==> src/rtl/user_gpio_pkg.sv <==
// Shared register map and sizing helper for the user-project GPIO controller.
package user_gpio_pkg;

   localparam logic [7:0] ADDR_DOUT     = 8'h00;
   localparam logic [7:0] ADDR_OE       = 8'h08;
   localparam logic [7:0] ADDR_DIN      = 8'h10;
   localparam logic [7:0] ADDR_RISE_EN  = 8'h18;
   localparam logic [7:0] ADDR_FALL_EN  = 8'h20;
   localparam logic [7:0] ADDR_IRQ_STAT = 8'h28;

   // Number of 32-bit words needed to cover n pads.
   function automatic int num_words(input int n);
      return (n + 31) / 32;
   endfunction

endpackage

==> src/rtl/user_gpio_sync.sv <==
// Multi-flop synchroniser bringing the asynchronous pad inputs into the Wishbone clock domain.
module user_gpio_sync #(
   parameter int NUM_IO      = 38,
   parameter int SYNC_STAGES = 2
) (
   input  logic              wb_clk_i,
   input  logic              wb_rst_i,
   input  logic [NUM_IO-1:0] io_in,
   output logic [NUM_IO-1:0] din
);

   logic [NUM_IO-1:0] sync_q [SYNC_STAGES];
   logic [NUM_IO-1:0] sync_d [SYNC_STAGES];

   always_comb begin
      sync_d[0] = io_in;
      for (int s = 1; s < SYNC_STAGES; s++) begin
         sync_d[s] = sync_q[s-1];
      end
   end

   always_ff @(posedge wb_clk_i or posedge wb_rst_i) begin
      if (wb_rst_i) begin
         for (int s = 0; s < SYNC_STAGES; s++) begin
            sync_q[s] <= '0;
         end
      end else begin
         sync_q <= sync_d;
      end
   end

   assign din = sync_q[SYNC_STAGES-1];

endmodule

==> src/rtl/user_project_gpio_ctrl.sv <==
// Wishbone-slave GPIO controller: output data/enable registers, synchronised pad inputs and,
// when USER_GPIO_IRQ_EN is defined, per-pad rise/fall edge interrupts with W1C status.
module user_project_gpio_ctrl
   import user_gpio_pkg::*;
#(
   parameter int NUM_IO      = 38,
   parameter int SYNC_STAGES = 2
) (
   input  logic              wb_clk_i,
   input  logic              wb_rst_i,
   input  logic              wbs_stb_i,
   input  logic              wbs_cyc_i,
   input  logic              wbs_we_i,
   input  logic [3:0]        wbs_sel_i,
   input  logic [31:0]       wbs_dat_i,
   input  logic [31:0]       wbs_adr_i,
   output logic              wbs_ack_o,
   output logic [31:0]       wbs_dat_o,
   input  logic [NUM_IO-1:0] io_in,
   output logic [NUM_IO-1:0] io_out,
   output logic [NUM_IO-1:0] io_oeb,
   output logic              irq
);

   localparam int NUM_WORDS = num_words(NUM_IO);

   logic              ack_q, ack_d;
   logic [31:0]       dat_q, dat_d;
   logic [NUM_IO-1:0] dout_q, dout_d;
   logic [NUM_IO-1:0] oe_q, oe_d;
   logic [NUM_IO-1:0] din;

   logic              access, wr_en, hi_half;
   logic [7:0]        reg_base;
   logic [31:0]       lane_mask, rd_data;
   logic [63:0]       wmask64, wdata64;
   logic [NUM_IO-1:0] wmask, wdata;
   logic              unused_bits;

   user_gpio_sync #(.NUM_IO(NUM_IO), .SYNC_STAGES(SYNC_STAGES)) u_sync (
      .wb_clk_i (wb_clk_i),
      .wb_rst_i (wb_rst_i),
      .io_in    (io_in),
      .din      (din)
   );

   function automatic logic [31:0] pick_half(input logic [63:0] v, input logic hi);
      return hi ? v[63:32] : v[31:0];
   endfunction

   // A transfer is decoded on the edge where ack rises; the idle cycle after ack keeps it single.
   assign access    = wbs_cyc_i & wbs_stb_i & ~ack_q;
   assign wr_en     = access & wbs_we_i;
   assign reg_base  = {wbs_adr_i[7:3], 3'b000};
   assign hi_half   = wbs_adr_i[2];
   assign lane_mask = {{8{wbs_sel_i[3]}}, {8{wbs_sel_i[2]}}, {8{wbs_sel_i[1]}}, {8{wbs_sel_i[0]}}};
   assign wmask64   = hi_half ? {lane_mask, 32'h0} : {32'h0, lane_mask};
   assign wdata64   = {wbs_dat_i, wbs_dat_i};
   assign wmask     = wmask64[NUM_IO-1:0];
   assign wdata     = wdata64[NUM_IO-1:0];
   assign unused_bits = ^{wbs_adr_i[31:8], wbs_adr_i[1:0], wmask64, wdata64};

`ifdef USER_GPIO_IRQ_EN
   logic [NUM_IO-1:0] prev_q, prev_d;
   logic [NUM_IO-1:0] rise_en_q, rise_en_d;
   logic [NUM_IO-1:0] fall_en_q, fall_en_d;
   logic [NUM_IO-1:0] stat_q, stat_d;
   logic              irq_q, irq_d;
   logic [NUM_IO-1:0] edge_set, stat_clr;

   // Clearing first and then OR-ing new edges in makes a coincident edge win over the W1C.
   always_comb begin
      prev_d    = din;
      rise_en_d = rise_en_q;
      fall_en_d = fall_en_q;
      edge_set  = (din & ~prev_q & rise_en_q) | (~din & prev_q & fall_en_q);
      stat_clr  = '0;
      if (wr_en && reg_base == ADDR_RISE_EN) rise_en_d = (rise_en_q & ~wmask) | (wdata & wmask);
      if (wr_en && reg_base == ADDR_FALL_EN) fall_en_d = (fall_en_q & ~wmask) | (wdata & wmask);
      if (wr_en && reg_base == ADDR_IRQ_STAT) stat_clr = wdata & wmask;
      stat_d = (stat_q & ~stat_clr) | edge_set;
      irq_d  = |stat_d;
   end

   always_ff @(posedge wb_clk_i or posedge wb_rst_i) begin
      if (wb_rst_i) begin
         prev_q    <= '0;
         rise_en_q <= '0;
         fall_en_q <= '0;
         stat_q    <= '0;
         irq_q     <= 1'b0;
      end else begin
         prev_q    <= prev_d;
         rise_en_q <= rise_en_d;
         fall_en_q <= fall_en_d;
         stat_q    <= stat_d;
         irq_q     <= irq_d;
      end
   end

   assign irq = irq_q;
`else
   assign irq = 1'b0;
`endif

   always_comb begin
      dout_d  = dout_q;
      oe_d    = oe_q;
      rd_data = '0;
      if (wr_en && reg_base == ADDR_DOUT) dout_d = (dout_q & ~wmask) | (wdata & wmask);
      if (wr_en && reg_base == ADDR_OE)   oe_d   = (oe_q & ~wmask) | (wdata & wmask);
      case (reg_base)
         ADDR_DOUT:     rd_data = pick_half(64'(dout_q), hi_half);
         ADDR_OE:       rd_data = pick_half(64'(oe_q), hi_half);
         ADDR_DIN:      rd_data = pick_half(64'(din), hi_half);
`ifdef USER_GPIO_IRQ_EN
         ADDR_RISE_EN:  rd_data = pick_half(64'(rise_en_q), hi_half);
         ADDR_FALL_EN:  rd_data = pick_half(64'(fall_en_q), hi_half);
         ADDR_IRQ_STAT: rd_data = pick_half(64'(stat_q), hi_half);
`endif
         default:       rd_data = '0;
      endcase
      if (hi_half && NUM_WORDS < 2) rd_data = '0;
      ack_d = access;
      dat_d = (access && !wbs_we_i) ? rd_data : 32'h0;
   end

   always_ff @(posedge wb_clk_i or posedge wb_rst_i) begin
      if (wb_rst_i) begin
         ack_q  <= 1'b0;
         dat_q  <= '0;
         dout_q <= '0;
         oe_q   <= '0;
      end else begin
         ack_q  <= ack_d;
         dat_q  <= dat_d;
         dout_q <= dout_d;
         oe_q   <= oe_d;
      end
   end

   assign wbs_ack_o = ack_q;
   assign wbs_dat_o = dat_q;
   assign io_out    = dout_q;
   assign io_oeb    = ~oe_q;

endmodule

==> config.mk <==
export PLATFORM = sky130hd
export DESIGN_NAME = user_project_gpio_ctrl
export DESIGN_NICKNAME = d
export VERILOG_FILES = /design/src/rtl/user_gpio_pkg.sv /design/src/rtl/user_gpio_sync.sv /design/src/rtl/user_project_gpio_ctrl.sv
export SDC_FILE = /design/constraint.sdc
export NUM_CORES = 1
export LEC_CHECK = 0
export CORE_MARGIN = 2
export CORE_UTILIZATION = 43
export DETAILED_ROUTE_END_ITERATION = 16
export PLACE_DENSITY = 0.87
export SYNTH_ARGS = -nofsm -noshare
export SYNTH_HDL_FRONTEND = slang
export SYNTH_SLANG_ARGS = --single-unit
==> constraint.sdc <==
create_clock -name wb_clk_i -period 16.8 [get_ports wb_clk_i]
set_clock_uncertainty 0.05 [all_clocks]
set_input_delay 3.36 -clock wb_clk_i [delete_from_list [all_inputs] [get_ports wb_clk_i]]
set_output_delay 3.36 -clock wb_clk_i [all_outputs]
set_load 0.005 [all_outputs]
==> results of run 1 <==
-- layout make-up --
cell class,count,area [µm²],share of cell area
repair buffers,195,1947,0.2087
multi-input cells,195,1720,0.1844
clock buffers,18,429.2,0.04600
clock inverters,14,210.2,0.02253
well taps,188,235.2,0.02521
flip-flops and latches,185,4629,0.4962
inverters,41,158.9,0.01703
-- layer usage --
layer	routed length [µm]	part of all wire	global-route usage
met4	377	0.024	0.08145
met1	6357	0.40	0.2557
met2	8255	0.52	0.3451
met5	0	0	0
met3	932	0.059	0.04774
-- worst max path at each step --
stage	to	slack (ns)
3_3_place_gp	flop	10.49
2_1_floorplan	asynchronous set/reset pin	8.36
3_5_place_dp	flop	10.43
5_1_grt	flop	10.71
4_1_cts	flop	10.88
6_report	flop	10.91
-- through the flow --
stage	power [mW]	std cells	util	hold slack, ns
floorplan	0.4896	437	-	0.2812
global placement	0.5248	804	0.5781	0.2814
detailed placement	0.5277	804	0.5781	0.2847
CTS	0.9562	836	0.6206	0.2998
global route	0.9790	836	0.6206	0.3045
finish	0.9468	836	0.6206	0.2971
-- cell usage after synthesis --
| cell | instances | share of area |
|---|---|---|
| or2b_1 | 1 | 0.0011 |
| nand3b_1 | 1 | 0.0011 |
| buf_2 | 2 | 0.0015 |
| mux2_1 | 4 | 0.0069 |
| or3_1 | 1 | 0.00096 |
| a222oi_1 | 26 | 0.040 |
| nand2b_1 | 1 | 0.00096 |
| or2_1 | 1 | 0.00096 |
| a21oi_1 | 6 | 0.0046 |
| mux2_2 | 84 | 0.14 |
| o21ai_0 | 6 | 0.0046 |
| nand2_1 | 17 | 0.0097 |
| nor4_2 | 1 | 0.0019 |
| nor2_1 | 30 | 0.017 |
| buf_1 | 1 | 0.00057 |
| conb_1 | 1 | 0.00057 |
| a2111o_1 | 1 | 0.0017 |
| a22oi_1 | 6 | 0.0069 |
| dfrtp_1 | 185 | 0.71 |
| buf_4 | 1 | 0.0011 |
| or4_4 | 1 | 0.0017 |
| nor4_4 | 2 | 0.0065 |
| nand3_1 | 1 | 0.00076 |
| clkbuf_1 | 12 | 0.0069 |
| inv_1 | 41 | 0.024 |
| nand2_4 | 4 | 0.0069 |
-- power breakdown --
| group | total, mW | internal (mW) | switching, mW |
|---|---|---|---|
| Clock | 0.428 | 0.254 | 0.174 |
| Combinational | 0.0537 | 0.0309 | 0.0228 |
| Sequential | 0.465 | 0.459 | 0.00600 |
-- cells by family after synthesis --
logic type | synth area share
and+or+nand+nor | 0.04988
buffers and inverters | 0.03363
other | 0.0005727
AOI/OAI and AO/OA | 0.05752
muxes | 0.1513
DFF | 0.7071
==> impl_results.html, run 1 <==
<table>
<tr><th>Metric</th><th>Value</th></tr>
<tr><th colspan="2">Route</th></tr>
<tr><td>Post-route DRC</td><td>0</td></tr>
<tr><td>Vias</td><td>4,327</td></tr>
<tr><td>Count of antenna-violating nets left after detailed routing</td><td>0</td></tr>
<tr><td>Post-DR vias/cell</td><td>5.176</td></tr>
<tr><td>Post-DR wirelength/cell</td><td>19.05 µm</td></tr>
<tr><td>Number of detailed-routing iterations run before antenna repair</td><td>5</td></tr>
<tr><td>Iteration-0 DRC count of the detailed router</td><td>380</td></tr>
<tr><td>Routed wire length</td><td>15,920 µm</td></tr>
<tr><th colspan="2">Clock tree</th></tr>
<tr><td>CTS hold repair buffers</td><td>0</td></tr>
<tr><td>Total number of H-tree levels</td><td>4</td></tr>
<tr><td>CTS tree</td><td>built</td></tr>
<tr><td># resized after CTS</td><td>0</td></tr>
<tr><td>Later-pin clock latency in the skew report</td><td>roughly 0.42 ns</td></tr>
<tr><td>Number of sinks driven by the clock tree</td><td>185</td></tr>
<tr><td>Inserted Clock Buffers</td><td>17</td></tr>
<tr><td>Maximum clock path buffer count</td><td>2</td></tr>
<tr><td>Setup Fix Bufs, Post-CTS</td><td>0</td></tr>
<tr><td>CTS clock-pin slew for the worst setup and hold paths</td><td>around 0.060 ns</td></tr>
<tr><td>Clock root buffer</td><td>clkbuf_16</td></tr>
<tr><th colspan="2">Global routing</th></tr>
<tr><td>Aggregate global routing overflow</td><td>0</td></tr>
<tr><td>Pin count of the biggest net entering global routing</td><td>112</td></tr>
<tr><td>Number of global-route vias before repair</td><td>4,770</td></tr>
<tr><td>Overall fraction of global-route tracks in use</td><td>0.2042</td></tr>
<tr><td>Wire length of the first global-routing pass</td><td>25,230 µm</td></tr>
<tr><td>Antenna violations before repair</td><td>0</td></tr>
<tr><th colspan="2">Setup path</th></tr>
<tr><td>Cell Chain, Critical Path</td><td>clkdlybuf4s50_1 &gt; nand2b_1 &gt; nor4_2 &gt; nand2_1 &gt; mux2_2</td></tr>
<tr><td>Crit path launch type</td><td>primary input</td></tr>
<tr><td>Reg2reg start</td><td>wbs_ack_o</td></tr>
<tr><td>Peak per-stage delay on the critical path</td><td>between 0.9 and 1 ns</td></tr>
<tr><td>Data required, critical path</td><td>about 17 ns</td></tr>
<tr><td>Type of the worst setup path</td><td>primary input to flop</td></tr>
<tr><td>Levels on crit path</td><td>5</td></tr>
<tr><td>Worst reg2reg path depth</td><td>4</td></tr>
<tr><td>Crit path buffers/inverters</td><td>1</td></tr>
<tr><td>Worst Setup End Kind</td><td>flop</td></tr>
<tr><td>Flop-to-flop setup slack</td><td>14.36 ns</td></tr>
<tr><td>CP Launch Point</td><td>wbs_adr_i[2]</td></tr>
<tr><td>Data arrival time of the critical path</td><td>around 6.1 ns</td></tr>
<tr><td>Max FO, Critical Path</td><td>27</td></tr>
<tr><td>Worst-path cell with the longest stage delay</td><td>clkdlybuf4s50_1</td></tr>
<tr><td>Top delay family on crit path</td><td>simple AND/OR/NAND/NOR gates</td></tr>
<tr><th colspan="2">Outcome</th></tr>
<tr><td>Status</td><td>finished clean</td></tr>
<tr><th colspan="2">Place</th></tr>
<tr><td>Post-detailed-placement cell area</td><td>about 8700 µm²</td></tr>
<tr><td>IO Port Bufs</td><td>193</td></tr>
<tr><td>Half-perimeter wire length after detailed placement</td><td>approximately 11,000 µm</td></tr>
<tr><td>Setup Slack @ Placement</td><td>10.43 ns</td></tr>
<tr><td>Final weighted congestion in routability-driven placement</td><td>0.7853</td></tr>
<tr><th colspan="2">Worst hold path</th></tr>
<tr><td>Hold endpoint</td><td>u_sync.din[1]</td></tr>
<tr><td>Hold depth</td><td>0</td></tr>
<tr><td>Worst Min Path Start</td><td>u_sync.sync_d[1]</td></tr>
<tr><td>Min-Delay Path Class</td><td>flop to flop</td></tr>
<tr><th colspan="2">Synthesis</th></tr>
<tr><td>Post-Synthesis Mean Instance Area</td><td>14.98 µm²</td></tr>
<tr><td>Synth Net Count</td><td>548</td></tr>
<tr><td>Flip-flop and latch count after synthesis</td><td>185</td></tr>
<tr><td>Warnings from Yosys</td><td>0</td></tr>
<tr><td>Part of the Yosys area used for sequential elements</td><td>0.7071</td></tr>
<tr><td>Number of instances in the synthesized netlist</td><td>around 440</td></tr>
<tr><td>Combined area of all synthesized cells</td><td>6548 µm²</td></tr>
<tr><td>Number of library cell types mapped by synthesis</td><td>26</td></tr>
<tr><th colspan="2">Layout</th></tr>
<tr><td>Number of antenna diodes</td><td>0</td></tr>
<tr><td>Final Net Count</td><td>746</td></tr>
<tr><td>Most common cell after layout, fill and taps aside</td><td>clkdlybuf4s50_1</td></tr>
<tr><td>Commonest cells after routing, fill and taps aside</td><td>193 x clkdlybuf4s50_1, 185 x dfrtp_1, 84 x mux2_2</td></tr>
<tr><td>Total of fill cells in the finished design</td><td>1,093</td></tr>
<tr><td>Post-route cell area</td><td>9330 µm²</td></tr>
<tr><td>Layout overhead on the synthesized area</td><td>42.50%</td></tr>
<tr><td>Share of cells above drive strength 1</td><td>0.1991</td></tr>
<tr><th colspan="2">Pwr</th></tr>
<tr><td>Pwr dens</td><td>between 100 and 150 nW/µm²</td></tr>
<tr><td>Static power due to leakage</td><td>4.123 nW</td></tr>
<tr><td>Worst IR Drop VDD</td><td>0.06661 mV</td></tr>
<tr><th colspan="2">Floorplan</th></tr>
<tr><td>Area inside the core boundary</td><td>15,030 µm²</td></tr>
<tr><td>Site Rows</td><td>45</td></tr>
<tr><td># IOs</td><td>221</td></tr>
<tr><td>Floorplan die width</td><td>127.4 µm</td></tr>
<tr><td>Effective utilization at floorplan</td><td>0.4355</td></tr>
<tr><td>Area enclosed by the die boundary</td><td>between 15,000 and 20,000 µm²</td></tr>
<tr><td>Overall die height</td><td>between 100 and 150 µm</td></tr>
<tr><th colspan="2">STA</th></tr>
<tr><td>Fin crit period</td><td>5.894 ns</td></tr>
<tr><td>Final Setup Violations</td><td>0</td></tr>
<tr><td>Worst slew margin relative to its limit</td><td>0.2875</td></tr>
<tr><td>Max Clock Freq</td><td>approximately 170 MHz</td></tr>
<tr><td>Setup TNS Final</td><td>0 ns</td></tr>
<tr><td>Pins over their slew limit</td><td>0</td></tr>
<tr><td>Share of the clock period used by the worst path</td><td>0.3509</td></tr>
<tr><td>Post-layout worst setup margin</td><td>10.91 ns</td></tr>
<tr><td>Number of hold-slack violations in the final timing report</td><td>0</td></tr>
<tr><td>Setup repair after global routing missed its margin</td><td>no</td></tr>
<tr><td>Transition time at the pin with the least slew margin</td><td>roughly 1.1 ns</td></tr>
<tr><th colspan="2">Flow run</th></tr>
<tr><td>Max-cap violations</td><td>0</td></tr>
</table>
(Power assumes the default switching activity.)
==> inputs of run 2 (changes only) <==
CORE_UTILIZATION = 41   (was 43)
clock period = 5.26 ns   (was 16.8 ns; I/O delays follow)
==> impl_results.html, run 2 (synthesis gave the netlist of run 1 again) <==
<table>
<tr><th>Metric</th><th>Value</th></tr>
<tr><th colspan="2">Clock tree</th></tr>
<tr><td>Setup Fix Bufs, Post-CTS</td><td>0</td></tr>
<tr><td>CTS hold repair buffers</td><td>0</td></tr>
<tr><td>CTS tree</td><td>built</td></tr>
<tr><td>Number of sinks driven by the clock tree</td><td>between 150 and 200</td></tr>
<tr><td># resized after CTS</td><td>0</td></tr>
<tr><td>CTS clock-pin slew for the worst setup and hold paths</td><td>about 0.070 ns</td></tr>
<tr><td>Later-pin clock latency in the skew report</td><td>0.43 ns</td></tr>
<tr><td>Inserted Clock Buffers</td><td>17</td></tr>
<tr><td>Maximum clock path buffer count</td><td>2</td></tr>
<tr><td>Clock root buffer</td><td>clkbuf_16</td></tr>
<tr><td>Total number of H-tree levels</td><td>4</td></tr>
<tr><th colspan="2">Setup path</th></tr>
<tr><td>Crit path launch type</td><td>primary input</td></tr>
<tr><td>Flop-to-flop setup slack</td><td>about 2.7 ns</td></tr>
<tr><td>Worst reg2reg path depth</td><td>4</td></tr>
<tr><td>Type of the worst setup path</td><td>primary input to flop</td></tr>
<tr><td>Data required, critical path</td><td>5.52 ns</td></tr>
<tr><td>Worst Setup End Kind</td><td>flop</td></tr>
<tr><td>Max FO, Critical Path</td><td>33</td></tr>
<tr><td>Data arrival time of the critical path</td><td>3.72 ns</td></tr>
<tr><td>Reg2reg start</td><td>wbs_ack_o</td></tr>
<tr><th colspan="2">Place</th></tr>
<tr><td>IO Port Bufs</td><td>193</td></tr>
<tr><td>Final weighted congestion in routability-driven placement</td><td>just under 0.8</td></tr>
<tr><td>Post-detailed-placement cell area</td><td>8760 µm²</td></tr>
<tr><td>Half-perimeter wire length after detailed placement</td><td>10,700 µm</td></tr>
<tr><td>Setup Slack @ Placement</td><td>1.385 ns</td></tr>
<tr><th colspan="2">STA</th></tr>
<tr><td>Final Setup Violations</td><td>0</td></tr>
<tr><td>Number of hold-slack violations in the final timing report</td><td>0</td></tr>
<tr><td>Setup TNS Final</td><td>0 ns</td></tr>
<tr><td>Tightest hold margin</td><td>0.2952 ns</td></tr>
<tr><td>Max Clock Freq</td><td>288.6 MHz</td></tr>
<tr><td>Fin crit period</td><td>3.465 ns</td></tr>
<tr><td>Worst slew margin relative to its limit</td><td>0.2524</td></tr>
<tr><td>Pins over their slew limit</td><td>0</td></tr>
<tr><td>Post-layout worst setup margin</td><td>1.795 ns</td></tr>
<tr><td>Setup repair after global routing missed its margin</td><td>no</td></tr>
<tr><td>Share of the clock period used by the worst path</td><td>0.6588</td></tr>
<tr><td>Transition time at the pin with the least slew margin</td><td>1.121 ns</td></tr>
<tr><th colspan="2">Flow run</th></tr>
<tr><td>Max-cap violations</td><td>0</td></tr>
<tr><th colspan="2">Route</th></tr>
<tr><td>Post-DR wirelength/cell</td><td>~19 µm</td></tr>
<tr><td>Post-DR vias/cell</td><td>between 5 and 6</td></tr>
<tr><td>DRT met1 WL</td><td>6805 µm</td></tr>
<tr><td>Post-route DRC</td><td>0</td></tr>
<tr><td>WL met2</td><td>8071 µm</td></tr>
<tr><td>Count of antenna-violating nets left after detailed routing</td><td>0</td></tr>
<tr><td>Vias</td><td>4,339</td></tr>
<tr><td>Top Layer Used</td><td>met4</td></tr>
<tr><td>Iteration-0 DRC count of the detailed router</td><td>between 300 and 400</td></tr>
<tr><td>Routed length on met3</td><td>1148 µm</td></tr>
<tr><td>Routed wire length</td><td>16,340 µm</td></tr>
<tr><td>Number of detailed-routing iterations run before antenna repair</td><td>6</td></tr>
<tr><th colspan="2">Layout</th></tr>
<tr><td>Most common cell after layout, fill and taps aside</td><td>clkdlybuf4s50_1</td></tr>
<tr><td>Commonest cells after routing, fill and taps aside</td><td>193 x clkdlybuf4s50_1, 185 x dfrtp_1, 84 x mux2_2</td></tr>
<tr><td>Final design utilization</td><td>0.5924</td></tr>
<tr><td>Number of antenna diodes</td><td>0</td></tr>
<tr><td>Share of cells above drive strength 1</td><td>0.2043</td></tr>
<tr><td>Multi-input logic area</td><td>1720 µm²</td></tr>
<tr><td>Layout overhead on the synthesized area</td><td>42.69%</td></tr>
<tr><td>Total of fill cells in the finished design</td><td>approximately 1,200</td></tr>
<tr><td>Sequential standard cell area</td><td>4629 µm²</td></tr>
<tr><td>Post-route cell area</td><td>9343 µm²</td></tr>
<tr><td>Final Net Count</td><td>749</td></tr>
<tr><th colspan="2">Floorplan</th></tr>
<tr><td>Floorplan die width</td><td>around 130 µm</td></tr>
<tr><td>Site Rows</td><td>46</td></tr>
<tr><td>Area enclosed by the die boundary</td><td>17,000 µm²</td></tr>
<tr><td>Overall die height</td><td>between 100 and 150 µm</td></tr>
<tr><td>Area inside the core boundary</td><td>15,770 µm²</td></tr>
<tr><td>Effective utilization at floorplan</td><td>0.4152</td></tr>
<tr><td># IOs</td><td>221</td></tr>
<tr><th colspan="2">Worst hold path</th></tr>
<tr><td>Worst Min Path Start</td><td>u_sync.sync_d[36]</td></tr>
<tr><td>Hold endpoint</td><td>u_sync.din[36]</td></tr>
<tr><td>Min-Delay Path Class</td><td>flop to flop</td></tr>
<tr><td>Hold depth</td><td>0</td></tr>
<tr><th colspan="2">Global routing</th></tr>
<tr><td>Pin count of the biggest net entering global routing</td><td>between 150 and 200</td></tr>
<tr><td>Wire length of the first global-routing pass</td><td>24,580 µm</td></tr>
<tr><td>Number of global-route vias before repair</td><td>4,461</td></tr>
<tr><td>Antenna violations before repair</td><td>0</td></tr>
<tr><td>Aggregate global routing overflow</td><td>0</td></tr>
<tr><td>Overall fraction of global-route tracks in use</td><td>0.1956</td></tr>
<tr><th colspan="2">Pwr</th></tr>
<tr><td>Pwr dens</td><td>309.7 nW/µm²</td></tr>
<tr><td>Static power due to leakage</td><td>between 4 and 5 nW</td></tr>
<tr><td>Worst IR Drop VDD</td><td>just under 0.2 mV</td></tr>
<tr><th colspan="2">Outcome</th></tr>
<tr><td>Status</td><td>finished clean</td></tr>
</table>
## run 2: changes by cell type in the layout (fill, tap and decap cells not counted)
cell / delta
buf_12: +1
buf_4: +2
bufinv_16: -4
clkbuf_1: -1
clkinv_2: -1
clkinv_4: -1
clkinv_8: +2
clkinvlp_4: +3
inv_6: -1
inv_8: +3
## run 2: final cells by class
cell class,instances,area share
clock inverters,15,0.01687
multi-input cells,195,0.1841
flip-flops and latches,185,0.4955
inverters,41,0.01687
well taps,216,0.02893
repair buffers,198,0.2121
clock buffers,17,0.04553
## run 2: critical path, stage by stage
cell and delay [ns]:
clkdlybuf4s50_1 0.61, or2b_1 0.36, nor2_4 0.82, nand2_1 0.47, mux2_2 0.40
## run 2: power by group
group	total, mW	switching [mW]	leakage [nW]	internal (mW)
Sequential	1.48	0.0196	2.40	1.46
Combinational	0.175	0.0740	1.43	0.101
Clock	1.23	0.599	0.277	0.636
Total	2.89	0.692	4.11	2.20
## run 2: worst max path at each step
stage,from,to,slack [ns],depth (start not counted)
2_1_floorplan,wb_rst_i,asynchronous set/reset pin,1.78,1
3_3_place_gp,wbs_adr_i[4],flop,1.47,5
3_5_place_dp,wbs_adr_i[6],flop,1.39,5
4_1_cts,wbs_adr_i[6],flop,1.83,5
5_1_grt,wbs_adr_i[4],flop,1.74,5
6_report,wbs_adr_i[4],flop,1.79,5
## run 2: layer usage
metal  vias to the layer above  global-route usage
met4                         0             0.08073
met2                       177              0.3135
li1                       1924                   -
met1                      2214              0.2546
met3                        24             0.05375
met5                         -                   0
## run 2: per-stage QoR
stage | total power [mW] | std cells
detailed placement | 1.687 | 835
floorplan | 1.564 | 437
CTS | 2.927 | 867
global placement | 1.679 | 835
finish | 2.894 | 867
global route | 3.006 | 867
==> inputs of run 3 (changes only) <==
CORE_UTILIZATION = 43   (was 41)
clock period = 3.2 ns   (was 5.26 ns; I/O delays follow)
==> impl_results.html, run 3 (synthesis gave the netlist of run 1 again) <==
<table>
<tr><th>Metric</th><th>Value</th></tr>
<tr><th colspan="2">Outcome</th></tr>
<tr><td>Status</td><td>finished clean</td></tr>
<tr><th colspan="2">STA</th></tr>
<tr><td>Post-layout worst setup margin</td><td>0.7186 ns</td></tr>
<tr><td>Worst slew margin relative to its limit</td><td>0.5199</td></tr>
<tr><td>Pins over their slew limit</td><td>0</td></tr>
<tr><td>Share of the clock period used by the worst path</td><td>0.7754</td></tr>
<tr><td>Fin crit period</td><td>2.481 ns</td></tr>
<tr><td>Final Setup Violations</td><td>0</td></tr>
<tr><td>Number of hold-slack violations in the final timing report</td><td>0</td></tr>
<tr><td>Setup repair after global routing missed its margin</td><td>no</td></tr>
<tr><td>Setup TNS Final</td><td>0 ns</td></tr>
<tr><td>Tightest hold margin</td><td>a little under 0.3 ns</td></tr>
<tr><td>Max Clock Freq</td><td>between 400 and 500 MHz</td></tr>
<tr><td>Transition time at the pin with the least slew margin</td><td>0.7187 ns</td></tr>
<tr><th colspan="2">Clock tree</th></tr>
<tr><td># resized after CTS</td><td>0</td></tr>
<tr><td>Later-pin clock latency in the skew report</td><td>0.41 ns</td></tr>
<tr><td>Clock root buffer</td><td>clkbuf_16</td></tr>
<tr><td>CTS hold repair buffers</td><td>0</td></tr>
<tr><td>CTS tree</td><td>built</td></tr>
<tr><td>Inserted Clock Buffers</td><td>17</td></tr>
<tr><td>Maximum clock path buffer count</td><td>2</td></tr>
<tr><td>Setup Fix Bufs, Post-CTS</td><td>0</td></tr>
<tr><td>CTS clock-pin slew for the worst setup and hold paths</td><td>0.07 ns</td></tr>
<tr><td>Total number of H-tree levels</td><td>4</td></tr>
<tr><td>Number of sinks driven by the clock tree</td><td>185</td></tr>
<tr><th colspan="2">Worst hold path</th></tr>
<tr><td>Min-Delay Path Class</td><td>flop to flop</td></tr>
<tr><td>Worst Min Path Start</td><td>u_sync.sync_d[15]</td></tr>
<tr><td>Hold depth</td><td>0</td></tr>
<tr><td>Hold endpoint</td><td>u_sync.din[15]</td></tr>
<tr><th colspan="2">Layout</th></tr>
<tr><td>Commonest cells after routing, fill and taps aside</td><td>193 x clkdlybuf4s50_1, 185 x dfrtp_1, 84 x mux2_2</td></tr>
<tr><td>Final design utilization</td><td>0.6243</td></tr>
<tr><td>Total of fill cells in the finished design</td><td>1,072</td></tr>
<tr><td>Number of antenna diodes</td><td>0</td></tr>
<tr><td>Layout overhead on the synthesized area</td><td>43.34%</td></tr>
<tr><td>Share of cells above drive strength 1</td><td>0.2121</td></tr>
<tr><td>Finished Layout Cells</td><td>848</td></tr>
<tr><td>Final Net Count</td><td>758</td></tr>
<tr><td>Sequential standard cell area</td><td>4629 µm²</td></tr>
<tr><td>Most common cell after layout, fill and taps aside</td><td>clkdlybuf4s50_1</td></tr>
<tr><td>Multi-input logic area</td><td>1715 µm²</td></tr>
<tr><td>Post-route cell area</td><td>between 9000 and 10,000 µm²</td></tr>
<tr><th colspan="2">Place</th></tr>
<tr><td>Final weighted congestion in routability-driven placement</td><td>0.7852</td></tr>
<tr><td>Half-perimeter wire length after detailed placement</td><td>between 10,000 and 15,000 µm</td></tr>
<tr><td>Setup Slack @ Placement</td><td>0.2774 ns</td></tr>
<tr><td>Cell Count Post-Placement</td><td>816</td></tr>
<tr><td>Post-detailed-placement cell area</td><td>between 8000 and 9000 µm²</td></tr>
<tr><td>IO Port Bufs</td><td>roughly 190</td></tr>
<tr><th colspan="2">Global routing</th></tr>
<tr><td>Number of global-route vias before repair</td><td>4,698</td></tr>
<tr><td>GRT Max-Usage Layer</td><td>met2</td></tr>
<tr><td>Global routing usage on met2</td><td>0.3589</td></tr>
<tr><td>Overall fraction of global-route tracks in use</td><td>0.2083</td></tr>
<tr><td>Aggregate global routing overflow</td><td>0</td></tr>
<tr><td>Wire length of the first global-routing pass</td><td>25,550 µm</td></tr>
<tr><td>Global Route met1 Usage</td><td>0.2567</td></tr>
<tr><td>Pin count of the biggest net entering global routing</td><td>61</td></tr>
<tr><td>GR Layer Usage met3</td><td>0.04439</td></tr>
<tr><td>Antenna violations before repair</td><td>0</td></tr>
<tr><th colspan="2">Setup path</th></tr>
<tr><td>Type of the worst setup path</td><td>primary input to flop</td></tr>
<tr><td>Flop-to-flop setup slack</td><td>1.07 ns</td></tr>
<tr><td>Cell Chain, Critical Path</td><td>clkdlybuf4s50_1 &gt; or3_1 &gt; nor4_2 &gt; buf_4 &gt; nand2_1 &gt; mux2_2</td></tr>
<tr><td>Worst-path cell with the longest stage delay</td><td>or3_1</td></tr>
<tr><td>Data arrival time of the critical path</td><td>2.73 ns</td></tr>
<tr><td>Peak per-stage delay on the critical path</td><td>0.49 ns</td></tr>
<tr><td>Crit path launch type</td><td>primary input</td></tr>
<tr><td>Worst reg2reg path depth</td><td>5</td></tr>
<tr><td>Data required, critical path</td><td>around 3.5 ns</td></tr>
<tr><td>Worst Setup End Kind</td><td>flop</td></tr>
<tr><td>Reg2reg start</td><td>wbs_ack_o</td></tr>
<tr><td>Max FO, Critical Path</td><td>8</td></tr>
<tr><th colspan="2">Route</th></tr>
<tr><td>Post-DR vias/cell</td><td>5.204</td></tr>
<tr><td>Routed wire length</td><td>16,400 µm</td></tr>
<tr><td>Post-route DRC</td><td>0</td></tr>
<tr><td>Vias</td><td>~4,400</td></tr>
<tr><td>Number of detailed-routing iterations run before antenna repair</td><td>7</td></tr>
<tr><td>Count of antenna-violating nets left after detailed routing</td><td>0</td></tr>
<tr><td>Iteration-0 DRC count of the detailed router</td><td>317</td></tr>
<tr><td>Post-DR wirelength/cell</td><td>19.34 µm</td></tr>
<tr><th colspan="2">Floorplan</th></tr>
<tr><td>Site Rows</td><td>45</td></tr>
<tr><td>Area inside the core boundary</td><td>15,030 µm²</td></tr>
<tr><td>Area enclosed by the die boundary</td><td>16,230 µm²</td></tr>
<tr><td># IOs</td><td>221</td></tr>
<tr><td>Effective utilization at floorplan</td><td>0.4355</td></tr>
<tr><td>Overall die height</td><td>127.4 µm</td></tr>
<tr><td>Floorplan die width</td><td>127.4 µm</td></tr>
<tr><th colspan="2">Flow run</th></tr>
<tr><td>Max-cap violations</td><td>0</td></tr>
<tr><th colspan="2">Pwr</th></tr>
<tr><td>Total Power Consumption</td><td>4.749 mW</td></tr>
<tr><td>Worst IR Drop VDD</td><td>0.3289 mV</td></tr>
<tr><td>Pwr dens</td><td>506.0 nW/µm²</td></tr>
<tr><td>Static power due to leakage</td><td>4.141 nW</td></tr>
</table>
==> run 3: how the worst max path moves through the flow <==
stage	startpoint	to	slack [ns]	depth (start not counted)
global route	wbs_adr_i[6]	flop	0.65	6
global placement	wbs_adr_i[6]	flop	0.31	6
detailed placement	wbs_adr_i[6]	flop	0.28	6
CTS	wbs_adr_i[6]	flop	0.72	6
finish	wbs_adr_i[6]	flop	0.72	6
floorplan	wb_rst_i	asynchronous set/reset pin	0.13	1
==> run 3: area by class of cell <==
type,instances,share of cell area
multi-input cells,195,0.1828
well taps,188,0.02506
clock inverters,11,0.01200
inverters,41,0.01680
flip-flops and latches,185,0.4933
repair buffers,207,0.2210
clock buffers,21,0.04906
==> run 3: where the power goes <==
| part | switching (mW) | internal, mW | total (mW) |
|---|---|---|---|
| sequential | 0.0324 | 2.41 | 2.44 |
| combinational | 0.122 | 0.172 | 0.294 |
| clock | 0.886 | 1.13 | 2.01 |
==> run 3: routing by layer <==
metal,part of all wire,vias up
met4,0.028,0
met5,0,-
met2,0.52,165
met3,0.050,32
met1,0.40,2286
li1,-,1930
==> run 3: critical path: cells and delay by family <==
family	cells	cell delay (ns)
buffers and inverters	2	0.59
muxes	1	0.39
and+or+nand+nor	3	1.10
